`src/rtl/jt89_pkg.sv`:
```
// Shared JT89 encodings: noise rate select, mode bit, default tap masks, attenuation table.
package jt89_pkg;

  typedef enum logic [1:0] {
    RATE0    = 2'd0,
    RATE1    = 2'd1,
    RATE2    = 2'd2,
    RATE_CH2 = 2'd3
  } rate_e;

  localparam int MODE_BIT = 2;

  localparam logic [15:0] TAPS_SMS = 16'h0009;
  localparam logic [14:0] TAPS_SN  = 15'h0003;
  localparam int          W_SN     = 15;

  // Roughly 2 dB per step; the last step is a hard mute.
  function automatic logic [8:0] att_lvl(input logic [3:0] v);
    logic [8:0] lvl;
    case (v)
      4'd0:    lvl = 9'd255;
      4'd1:    lvl = 9'd203;
      4'd2:    lvl = 9'd161;
      4'd3:    lvl = 9'd128;
      4'd4:    lvl = 9'd102;
      4'd5:    lvl = 9'd81;
      4'd6:    lvl = 9'd64;
      4'd7:    lvl = 9'd51;
      4'd8:    lvl = 9'd40;
      4'd9:    lvl = 9'd32;
      4'd10:   lvl = 9'd25;
      4'd11:   lvl = 9'd20;
      4'd12:   lvl = 9'd16;
      4'd13:   lvl = 9'd13;
      4'd14:   lvl = 9'd10;
      default: lvl = 9'd0;
    endcase
    return lvl;
  endfunction

endpackage

```
`src/rtl/jt89_vol.sv`:
```
// Attenuator: registers a signed sample of the channel bit scaled by vol; one tick of latency.
// Free-running, no backpressure.
module jt89_vol
  import jt89_pkg::*;
(
  input  logic              i_clk,
  input  logic              i_rst,
  input  logic              i_clk_en,
  input  logic              i_din,
  input  logic [3:0]        i_vol,
  output logic signed [9:0] o_snd
);

  logic signed [9:0] r_snd;

  always_ff @(posedge i_clk or posedge i_rst) begin
    if (i_rst) begin
      r_snd <= '0;
    end else if (i_clk_en) begin
      r_snd <= i_din ? signed'({1'b0, att_lvl(i_vol)}) : 10'sd0;
    end
  end

  assign o_snd = r_snd;

endmodule

```
`src/rtl/jt89_noisegen.sv`:
```
// Noise channel: prescaled or ch2-clocked Fibonacci LFSR; nbit one clk after the update tick,
// snd one tick after nbit. Free-running, no backpressure.
module jt89_noisegen
  import jt89_pkg::*;
#(
  parameter int           W    = 16,
  parameter logic [W-1:0] TAPS = TAPS_SMS,
  parameter int           DIV0 = 16
) (
  input  logic              clk,
  input  logic              rst,
  input  logic              clk_en,
  input  logic              clr,
  input  logic [2:0]        ctrl3,
  input  logic [3:0]        vol,
  input  logic              ch2,
  output logic              nbit,
  output logic signed [9:0] snd
);

  localparam int           CW   = $clog2(4 * DIV0);
  localparam logic [W-1:0] SEED = {1'b1, {(W-1){1'b0}}};

  logic [CW-1:0] r_cnt;
  logic          r_ph;
  logic          r_last_ch2;
  logic [W-1:0]  r_shift;

  rate_e         w_rate;
  logic [CW-1:0] w_reload;
  logic          w_cnt_zero;
  logic          w_upd;
  logic          w_fb;

  assign w_rate     = rate_e'(ctrl3[1:0]);
  assign w_cnt_zero = (r_cnt == '0);

  // Rate 3 keeps the prescaler alive on the slowest reload so a switch back is glitch-free.
  always_comb begin
    w_reload = CW'(4 * DIV0 - 1);
    case (w_rate)
      RATE0:   w_reload = CW'(DIV0 - 1);
      RATE1:   w_reload = CW'(2 * DIV0 - 1);
      default: w_reload = CW'(4 * DIV0 - 1);
    endcase
  end

  assign w_upd = clk_en && ((w_rate == RATE_CH2) ? (ch2 && !r_last_ch2)
                                                 : (w_cnt_zero && !r_ph));

  assign w_fb = ctrl3[MODE_BIT] ? ^(r_shift & TAPS) : r_shift[0];

  always_ff @(posedge clk or posedge rst) begin
    if (rst) begin
      r_cnt      <= '0;
      r_ph       <= 1'b0;
      r_last_ch2 <= 1'b0;
      r_shift    <= SEED;
    end else begin
      if (clk_en) begin
        if (w_cnt_zero) begin
          r_cnt <= w_reload;
          r_ph  <= ~r_ph;
        end else begin
          r_cnt <= r_cnt - 1'b1;
        end
        r_last_ch2 <= ch2;
      end
      // A register write reseeds even when it lands on an update tick.
      if (clr) begin
        r_shift <= SEED;
      end else if (w_upd) begin
        r_shift <= (r_shift == '0) ? SEED : {w_fb, r_shift[W-1:1]};
      end
    end
  end

  assign nbit = r_shift[0];

  jt89_vol u_vol (
    .i_clk    (clk),
    .i_rst    (rst),
    .i_clk_en (clk_en),
    .i_din    (nbit),
    .i_vol    (vol),
    .o_snd    (snd)
  );

endmodule

```
`config.mk`:
```
export PLATFORM = sky130hd
export DESIGN_NAME = jt89_noisegen
export DESIGN_NICKNAME = d
export VERILOG_FILES = /design/src/rtl/jt89_pkg.sv /design/src/rtl/jt89_vol.sv /design/src/rtl/jt89_noisegen.sv
export SDC_FILE = /design/constraint.sdc
export NUM_CORES = 1
export LEC_CHECK = 0
export ABC_AREA = 0
export BUFFER_PORTS_ARGS = -buffer_cell sky130_fd_sc_hd__buf_2
export CAP_MARGIN = 20
export CELL_PAD_IN_SITES_DETAIL_PLACEMENT = 0
export CELL_PAD_IN_SITES_GLOBAL_PLACEMENT = 2
export CORE_ASPECT_RATIO = 0.5
export CORE_UTILIZATION = 36
export CTS_CLUSTER_DIAMETER = 60
export DETAILED_ROUTE_END_ITERATION = 8
export PLACE_DENSITY_LB_ADDON = 0.1
export RECOVER_POWER = 25
export SLEW_MARGIN = 30
export SYNTH_ARGS = -nofsm -noshare
export SYNTH_HDL_FRONTEND = slang
export SYNTH_HIERARCHICAL = 1
export SYNTH_SLANG_ARGS = --single-unit
```
`constraint.sdc`:
```
create_clock -name clk -period 2.4 [get_ports clk]
set_input_delay 0.24 -clock clk [delete_from_list [all_inputs] [get_ports clk]]
set_output_delay 0.24 -clock clk [all_outputs]
set_load 0.01 [all_outputs]
```
==> run summary <==
Synthesis produced a netlist whose cell count is 171. The net count of the finished layout is 214. The largest fanout on the critical path is 16. The static leakage power came out at 0.906 nW.

The first TritonRoute pass finished after 4 iterations. The worst setup path is launched from a flip-flop. The initial core utilization came out at 39.1%. The period utilization came out at 81.8%. Setup repair after global routing left no endpoint under its margin. Setup violations remaining at the end of the flow were counted as 0. The data arrival at the endpoint of the critical path came out at 2.16 ns. The combined global-route utilization of all metal layers is 14.5%.

The slowest library cell on the worst path is sky130_fd_sc_hd__dfrtp_1. The flow ran to the end, and the final reports show no timing, DRC or antenna violations. The via count of the first global-routing pass came out at 1,252.

The width of the die is 102 microns. The final setup skew came out at 0.00263 ns. Counting both buffers and inverters, the worst setup path holds a total of 2. TritonCTS built the clock tree. The number of flops mapped to enable cells by yosys is 0. The switching power as a share of total power is 28.0%. The count of final hold-check violations came to 0. The count of buffers from port buffering came out at 20. The die outline height came out at 51.8 microns.

The post-cts gate resize count came out at 0. Combinational logic is responsible for 16.7% of the overall power. The critical path in this run is classified as flip-flop to flip-flop.

The maximum number of pins on one net before global-route repair is 25. Routability-driven placement finished with a final weighted congestion of 0.703. The total overflow left after global routing is 0.

The maximum level of the CTS H-tree is 2. The critical path starts at r_cnt[0]. The average wire per cell in the routed design is 12.8 microns. For this run, the leading register cell type out of synthesis is sky130_fd_sc_hd__dfrtp_1. The worst voltage drop across the vdd grid came out at 0.376 mV. The number of antenna violations at the first check in global routing is 0. The cell family contributing the most delay on the critical path is flip-flops. The total number of clock tree sinks came out at 32. Per report_power, the clock group accounts for 35.9% of the total.

The number of design rule violations left after detail routing came out at 0. The detailed router placed 1,267 vias in this run. Of all flip-flops after synthesis, the portion carrying an async set or reset was 100%.

TritonCTS created 5 clock buffers. The instance area at placement came out at 0.00192 sq mm. At the pin with the least slew margin, the transition time is 1.30 ns. The core region is 0.00457 sq mm.

23 I/O pins were placed. The number of buffers on the longest clock path is 2. The average footprint of a synthesized cell came out at 10.4 sq um. The synthesis-stage register bit count is 32. In this run the worst hold path is classified as primary input to flip-flop. Across the run, the number of max-cap violations was 0. The source-to-sink clock delay at the later pin of the worst-skew pair is 0.28 ns. The relative slew slack came out at 13.2%.

The first global-routing pass estimated 5680 microns of wire. The worst register-to-register path begins at r_cnt[0]. Traced cell by cell, the critical path runs through inv_1 > ha_1 > nand2b_4 > nor4_4 > a32o_1 > buf_4 > mux2i_1. Registers are responsible for 47.4% of the overall power. The total of fill cells in the finished design came out at 439. The fmax came out at 0.510 GHz. Leaving out fill and tap cells, the most frequent cells in the layout are sky130_fd_sc_hd__dfrtp_1, sky130_fd_sc_hd__nand2b_1, sky130_fd_sc_hd__buf_2. The fraction of the core area covered by cells at the end of the flow came out at 44.6%. The number of standard-cell rows in the floorplan came out at 17. The synthesized cell area is 0.00179 sq mm. The setup TNS came out at 0 ns. For this design the total switching power over the nets is 0.394 mW.

The largest single stage delay on the critical path is 0.41 ns. Clock-pin slew was measured on the worst setup and hold paths at 0.07 ns. The die area came out at 0.00527 sq mm. The final period demand of the worst path came out at 1.96 ns. The DRC marker count from the first detailed-route iteration came out at 33. The via count normalized by instance count is 4.85.

The power density over cell area came out at 691 mW/mm^2. The post-layout instance area came out at 0.00204 sq mm. The Yosys step of the flow raised 6 warnings. The area growth from synthesis to layout is 14.1%. The library cell used most frequently in the layout, excluding fill and tap cells, is sky130_fd_sc_hd__dfrtp_1. The post-CTS setup buffer count came out at 0.

The remaining antenna violation count came out at 0. The number of unique standard cell types used by synthesis is 42. The routed wire length came out at 3350 microns. The detailed placement HPWL is 2370 microns.

The share of layout cells above drive strength 1 came out at 17.9%. The required time reported for the critical path endpoint is 2.60 ns. The root buffer cell chosen for the clock tree is sky130_fd_sc_hd__clkbuf_8. The worst setup path is captured at a flip-flop.

The total of hold buffers inserted after clock tree synthesis came out at 1. The number of antenna repair diodes is 0. The internal portion of the total power is 1.01 mW. The max-slew violation count came out at 0. Sequential elements use 44.9% of the synthesized area. The worst hold path begins at ch2.
==> metrics by stage <==
step                      power (mW)  worst slack [ns]  cells  hold slack, ns
after floorplan                0.853             0.681    172          0.0557
after global placement         0.914             0.537    252           0.224
after detailed placement       0.915             0.437    252           0.229
after CTS                       1.43             0.406    261           0.206
after global routing            1.50             0.327    261           0.214
final                           1.41             0.438    261           0.213
==> per-layer routing <==
| metal | track usage, % | wire (microns) |
|---|---|---|
| met1 | 17.5 | 1640 |
| met2 | 25.1 | 1550 |
| met3 | 4.84 | 141 |
| met4 | 3.62 | 12 |
| met5 | 0 | 0 |
==> power by group through the flow <==
stage,Clock [mW],Sequential [mW],Combinational [mW]
after floorplan,0,0.661,0.192
after global placement,0,0.679,0.236
after detailed placement,0,0.676,0.239
after CTS,0.527,0.667,0.240
after global routing,0.556,0.676,0.268
final,0.506,0.667,0.235
==> cells in the mapped netlist (2+ instances only) <==
master | number | share of area, %
sky130_fd_sc_hd__clkbuf_1 | 2 | 0.42
sky130_fd_sc_hd__xnor2_1 | 2 | 0.98
sky130_fd_sc_hd__nand2b_1 | 23 | 8.1
sky130_fd_sc_hd__nand3_1 | 3 | 0.84
sky130_fd_sc_hd__buf_4 | 3 | 1.3
sky130_fd_sc_hd__nor2_1 | 6 | 1.3
sky130_fd_sc_hd__buf_2 | 2 | 0.56
sky130_fd_sc_hd__a21oi_1 | 4 | 1.1
sky130_fd_sc_hd__dfrtp_1 | 31 | 43
sky130_fd_sc_hd__o221ai_1 | 2 | 0.98
sky130_fd_sc_hd__o22ai_1 | 2 | 0.70
sky130_fd_sc_hd__nor4_1 | 4 | 1.4
sky130_fd_sc_hd__or3_1 | 2 | 0.70
sky130_fd_sc_hd__o21ai_0 | 8 | 2.2
sky130_fd_sc_hd__nor3_1 | 3 | 0.84
sky130_fd_sc_hd__a41oi_1 | 3 | 1.5
sky130_fd_sc_hd__nand2_1 | 10 | 2.1
sky130_fd_sc_hd__ha_1 | 8 | 5.6
sky130_fd_sc_hd__mux2_2 | 2 | 1.3
sky130_fd_sc_hd__mux2i_1 | 19 | 11
sky130_fd_sc_hd__inv_1 | 10 | 2.1
sky130_fd_sc_hd__nor2b_1 | 2 | 0.70
==> worst reg2reg max path: stages, from the launching register on <==
cell                       delay (ns)
sky130_fd_sc_hd__dfrtp_1         0.41
sky130_fd_sc_hd__inv_1           0.13
sky130_fd_sc_hd__ha_1            0.26
sky130_fd_sc_hd__nand2b_4        0.09
sky130_fd_sc_hd__nor4_4          0.24
sky130_fd_sc_hd__a32o_1          0.22
sky130_fd_sc_hd__buf_4           0.27
sky130_fd_sc_hd__mux2i_1         0.25
==> registers in the layout, summed over array words and instances, names as in the netlist <==
name         count
r_shift         16
r_last_ch2       1
r_ph             1
r_cnt            6
u_vol/o_snd      8
==> area by class of cell <==
type	instances	area (sq um)	share of cell area (%)
Clock inverter	2	35.0	1.72
Timing Repair Buffer	24	129	6.32
Tap cell	66	82.6	4.05
Multi-Input combinational cell	121	880	43.2
Inverter	10	37.5	1.84
Sequential cell	32	802	39.3
Clock buffer	6	72.6	3.56
==> final timing paths <==
kind                       cells after the start  slack [ns]        endpoint
max                                            7        0.44     r_shift[13]
min                                            2        0.21      r_last_ch2
max reg2reg                                    7        0.44     r_shift[13]
min reg2reg                                    1        0.46            r_ph
max in group asynchronous                      4        0.70        r_cnt[2]
min in group asynchronous                      3        0.47  u_vol/o_snd[2]
==> cells by family (layout without fill, tap and decap cells) <==
kind of cell / count (synthesis) / after routing / synth area share, %
adder cells (fa/ha/maj): 8 / 8 / 5.60
other: 1 / 2 / 0.210
AO/OA/AOI/OAI: 26 / 26 / 9.45
flip-flops: 32 / 32 / 44.9
AND/OR/NAND/NOR: 62 / 62 / 20.9
multiplexers: 21 / 21 / 11.9
XOR/XNOR: 2 / 2 / 0.981
buffers and inverters: 19 / 42 / 6.09
(Power assumes the default switching activity.)
